===== config.mk =====
export PLATFORM = sky130hd
export DESIGN_NAME = mix_column_engine
export DESIGN_NICKNAME = d
export VERILOG_FILES = /design/src/rtl/aes_pkg.sv /design/src/rtl/mix_single_column.sv /design/src/rtl/mix_column_engine.sv
export SDC_FILE = /design/constraint.sdc
export NUM_CORES = 1
export LEC_CHECK = 0
export CORE_MARGIN = 1
export CORE_UTILIZATION = 45
export CTS_CLUSTER_SIZE = 12
export DETAILED_ROUTE_END_ITERATION = 12
export DONT_BUFFER_PORTS = 1
export GPL_ROUTABILITY_DRIVEN = 0
export HOLD_SLACK_MARGIN = 0.15
export PLACE_DENSITY_LB_ADDON = 0.2
export SKIP_LAST_GASP = 1
export SYNTH_ARGS = -nofsm -noshare
export SYNTH_HDL_FRONTEND = slang
export SYNTH_SLANG_ARGS = --single-unit

===== constraint.sdc =====
create_clock -name clk -period 3.1 [get_ports clk]
set_clock_uncertainty 0.1 [all_clocks]
set_input_delay 0.31 -clock clk [delete_from_list [all_inputs] [get_ports clk]]
set_output_delay 0.31 -clock clk [all_outputs]
set_load 0.005 [all_outputs]

===== src/rtl/aes_pkg.sv =====
// Shared types and GF(2^8) helpers for the AES round datapath.
package aes_pkg;

    typedef logic [0:15][7:0] state_t;
    typedef logic [0:3][7:0]  col_t;

    typedef enum logic [1:0] {IDLE, BUSY, DONE} fsm_t;

    // Low byte of the AES reduction polynomial 0x11B.
    localparam logic [7:0] XTIME_POLY = 8'h1B;

    function automatic logic [7:0] xtime(input logic [7:0] b);
        return {b[6:0], 1'b0} ^ (b[7] ? XTIME_POLY : 8'h00);
    endfunction

endpackage


===== src/rtl/mix_single_column.sv =====
// Combinational MixColumns / InvMixColumns / bypass for one 4-byte column.
module mix_single_column
    import aes_pkg::*;
(
    input  col_t col_in,
    input  logic inverse,
    input  logic bypass,
    output col_t col_out
);

    col_t x2;
    col_t x4;
    col_t x8;

    for (genvar r = 0; r < 4; r++) begin : g_xt
        assign x2[r] = xtime(col_in[r]);
        assign x4[r] = xtime(x2[r]);
        assign x8[r] = xtime(x4[r]);
    end

    for (genvar r = 0; r < 4; r++) begin : g_row
        localparam logic [1:0] R0 = 2'(r);
        localparam logic [1:0] R1 = 2'((r + 1) % 4);
        localparam logic [1:0] R2 = 2'((r + 2) % 4);
        localparam logic [1:0] R3 = 2'((r + 3) % 4);

        logic [7:0] fwd;
        logic [7:0] inv;

        assign fwd = x2[R0] ^ x2[R1] ^ col_in[R1] ^ col_in[R2] ^ col_in[R3];
        // 0e = 8^4^2, 0b = 8^2^1, 0d = 8^4^1, 09 = 8^1
        assign inv = (x8[R0] ^ x4[R0] ^ x2[R0])
                   ^ (x8[R1] ^ x2[R1] ^ col_in[R1])
                   ^ (x8[R2] ^ x4[R2] ^ col_in[R2])
                   ^ (x8[R3] ^ col_in[R3]);

        assign col_out[r] = bypass ? col_in[r] : (inverse ? inv : fwd);
    end

endmodule


===== src/rtl/mix_column_engine.sv =====
// Sequential MixColumns engine: accepts one state, transforms COLS_PER_CYCLE
// columns per clock in place, then holds the result until downstream takes it.
module mix_column_engine
    import aes_pkg::*;
#(
    parameter int unsigned COLS_PER_CYCLE = 1
) (
    input  logic   clk,
    input  logic   n_rst,
    input  logic   in_valid,
    output logic   in_ready,
    input  logic   inverse,
    input  logic   bypass,
    input  state_t state_in,
    output logic   out_valid,
    input  logic   out_ready,
    output state_t state_out,
    output logic   busy
);

    if (!(COLS_PER_CYCLE == 1 || COLS_PER_CYCLE == 2 || COLS_PER_CYCLE == 4)) begin : g_bad_cols
        $error("mix_column_engine: COLS_PER_CYCLE must be 1, 2 or 4");
    end

    localparam logic [1:0] STEP = 2'(COLS_PER_CYCLE);
    localparam logic [1:0] LAST = 2'(4 - COLS_PER_CYCLE);

    fsm_t       fsm;
    logic [1:0] col_idx;
    logic       mode_inv;
    logic       mode_byp;
    logic       accept;

    col_t work    [4];
    col_t work_d  [4];
    col_t in_cols [4];
    col_t res     [COLS_PER_CYCLE];

    assign out_valid = (fsm == DONE);
    assign busy      = (fsm == BUSY);
    assign in_ready  = (fsm == IDLE) || ((fsm == DONE) && out_ready);
    assign accept    = in_valid && in_ready;
    assign state_out = {work[0], work[1], work[2], work[3]};

    for (genvar k = 0; k < COLS_PER_CYCLE; k++) begin : g_lane
        logic [1:0] sel;
        assign sel = col_idx + 2'(k);

        mix_single_column u_mix (
            .col_in  (work[sel]),
            .inverse (mode_inv),
            .bypass  (mode_byp),
            .col_out (res[k])
        );
    end

    // col_idx is always group-aligned, so column c belongs to lane c%COLS when
    // its group base matches col_idx.
    for (genvar c = 0; c < 4; c++) begin : g_col
        localparam int unsigned K    = c % COLS_PER_CYCLE;
        localparam logic [1:0]  BASE = 2'(c - K);

        assign in_cols[c] = state_in[4*c +: 4];
        assign work_d[c]  = (col_idx == BASE) ? res[K] : work[c];
    end

    always_ff @(posedge clk) begin
        if (!n_rst) begin
            fsm      <= IDLE;
            col_idx  <= '0;
            mode_inv <= 1'b0;
            mode_byp <= 1'b0;
            work     <= '{default: '0};
        end else if (accept) begin
            work     <= in_cols;
            mode_inv <= inverse;
            mode_byp <= bypass;
            col_idx  <= '0;
            fsm      <= BUSY;
        end else begin
            case (fsm)
                BUSY: begin
                    work    <= work_d;
                    col_idx <= col_idx + STEP;
                    if (col_idx == LAST) begin
                        fsm <= DONE;
                    end
                end
                DONE: begin
                    if (out_ready) begin
                        fsm <= IDLE;
                    end
                end
                default: ;
            endcase
        end
    end

endmodule


==> run metrics <==
largest family of logic cells by synthesized area=XOR/XNOR gates; failing checks=negative setup slack; top cells by area, synth=dfxtp_1, xnor2_1, xnor3_1; Synth warnings=0; worst r2r path cells=15; CTS H-tree depth=4; post-synthesis compound-gate area fraction=between 20% and 30%; clock slew at reported path FFs=about 70 ps; Avg Inst Size Synth=between 9 and 10 µm²; number of max-cap violations=0; Hold WC Path Type=in -> reg; Die Area=approximately 24000 µm²; GR Util met1=between 40% and 50%; Clock Tree Buf Depth=2; CTS tree=built; via count of the routed design=between 10000 and 15000; die width=roughly 150 µm; GR Util met2=approximately 60%; Vias/cell=between 6 and 7; crit-path cells=buf_6, bufbuf_16, mux4_2, buf_6, buf_6, xnor2_4, xor2_1, buf_4, buf_12, xor2_4, xor2_2, a211oi_2, o41ai_2, buf_4, a21oi_1; commonest non-fill, non-tap cell in the layout=buf_4; Initial Utilization=a little under half; worst-margin pin slew=between 900 and 1000 ps; clk root buf=clkbuf_16; max-slew violations=0; FFs w/ async S/R, synth=0%; core area=between 20000 and 25000 µm²; Util after Layout=~72%; Mapped Area=between 10000 and 15000 µm²; global route overflow=0; f_max=~0.28 GHz; Syn Nets=~1300; Detailed Route WL=~46 mm; # setup viols final=roughly 130; final period utilization=115%; CP Capture Type=register; largest net degree at the start of global routing=about 150; post-synthesis mux area share=under 10%; xor/xnor cell area share of the yosys netlist=approximately a quarter; Clock Sink Count=about 130; DRT Pass-1 Iters=6; Clock Latency Late Sink=between 400 and 500 ps; relative slew slack=a little under two fifths; run status=finished, violations left; Tot GR Track Use=around a third; CP peak stage delay=around 460 ps; Yosys top cell by area=dfxtp_1; Hold Crit Depth=2; layout cells sized above 1=38.5%; hpwl dp=between 20 and 30 mm; die height=around 150 µm; synthesized instance count=1134; Post-synth EDFFs=0; crit-path max FO=5; global-route wire length before repair=around 63 mm; Final nets=about 1600; total CTS buffers=17; ANT nets after route=0; drt wl/cell=25.7 µm; Most used DFF post-synth=dfxtp_1; met3 Use GR=between 7 and 8%; synth unique cells=68; DRT iter0 DRCs=roughly 1400; Layout area overhead=57.8%; vias in the first global route=between 10000 and 15000; Critical Path RT=3300 ps; IO Pins=265; FP Rows=55; n_diodes=0; Final min period=3580 ps; Setup Crit Path Kind=reg -> reg; initial antenna violation count=0; startpoint types=register; RSZ-0062 raised after global routing=yes; Crit-path slowest cell=mux4_2; detailed-route DRC error count=0; FF+latch count, synth=approximately 130; sequential share of the synthesized area=approximately a quarter; endpoints failing hold=0; WP data arrival=around 3800 ps; gr busiest metal=met2; post-synth top area share=about 26%; Synth Area in Simple Gates=a little over a tenth; most frequent cells in the layout=buf_4, dfxtp_1, dlygate4sd3_1; Buffers on Ports=0; worst setup margin=-476 ps; CP most frequent cell=buf_6; adder-cell share of the synthesized area=0.967%
cell usage after synthesis, drive strengths merged, types with 3 or more instances:
cell type and instances:
o221a 8, o221ai 4, a31o 4, nand2b 8, xnor2 111, or3 13
mux4 32, xnor3 34, o21a 10, a31oi 37, o31ai 3, ha 8
nand2 85, xor3 8, dfxtp 134, a21oi 99, nor2 85, a211oi 8
a311oi 13, nand3 45, o211a 33, mux2i 6, xor2 46, a211o 4
o211ai 8, a21o 15, nor3 3, clkbuf 71, o21ai 122, buf 40
inv 9, and2 5
worst paths after layout:
kind	startpoint	endpoint	slack [ps]
setup reg to reg	col_idx[1]	state_out[106]	-480
setup / recovery	col_idx[1]	state_out[106]	-480
hold reg to reg	fsm[1]	fsm[1]	440
hold / removal	n_rst	state_out[29]	200
stage by stage:
step / setup TNS [ps] / hold slack (ps) / setup slack, ps / std cells / instance area [µm²]
2_1_floorplan: -2000 / 342 / -110 / 1134 / 10600
3_3_place_gp: -25120 / 347 / -437 / 1536 / 12200
3_5_place_dp: -27510 / 351 / -434 / 1536 / 12200
4_1_cts: -20870 / 152 / -298 / 1756 / 15500
5_1_grt: -42480 / 198 / -522 / 1785 / 16300
6_report: -33370 / 196 / -476 / 1785 / 16300
area by class of cell:
type                       count  area [µm²]
clock buffer                  19         453
clock inverter                13         135
fill                        1471        6230
inverter                       9        33.8
multi-input combinational    880        8350
sequential                   134        2690
tap                          285         357
timing repair buffer         445        4320
state kept, by name, indices dropped and copies added, names as in the netlist:
register and flops:
col_idx 2, fsm 2, mode_byp 1, mode_inv 1, state_out 128
critical path: cells and delay by family, from the launching register on:
kind,cells,cell delay (ps)
buf+inv,7,1150
xor+xnor,4,810
compound gates,3,520
mux,1,460
flops,1,390
cells by family after synthesis:
group	count (synthesis)
buffers and inverters	120
AOI/OAI and AO/OA	378
xor gates and xnor gates	199
DFF	134
muxes	40
and+or+nand+nor	255
adders and majority gates	8
routing by layer:
metal	share of wire, %	routed length (µm)	vias up
met5	0	0	-
met4	6.2	2850	0
met3	9.8	4500	271
met2	48	21900	902
met1	36	16600	5552
li1	-	-	4819
what timing repair did:
| action | in CTS | in global routing |
|---|---|---|
| hold buffers | 132 | 0 |
| gates cloned | 3 | 0 |
| endpoints found under the setup margin | 128 | 128 |
| resized for setup | 156 | 134 |
| buffers inserted | 56 | 34 |
| endpoints found under the hold margin | 133 | 0 |
| pin swaps | 78 | 114 |
Power is left out: the tool's default activity adds up to more than one toggle a clock period on the data nets, which glitch-free logic cannot reach.
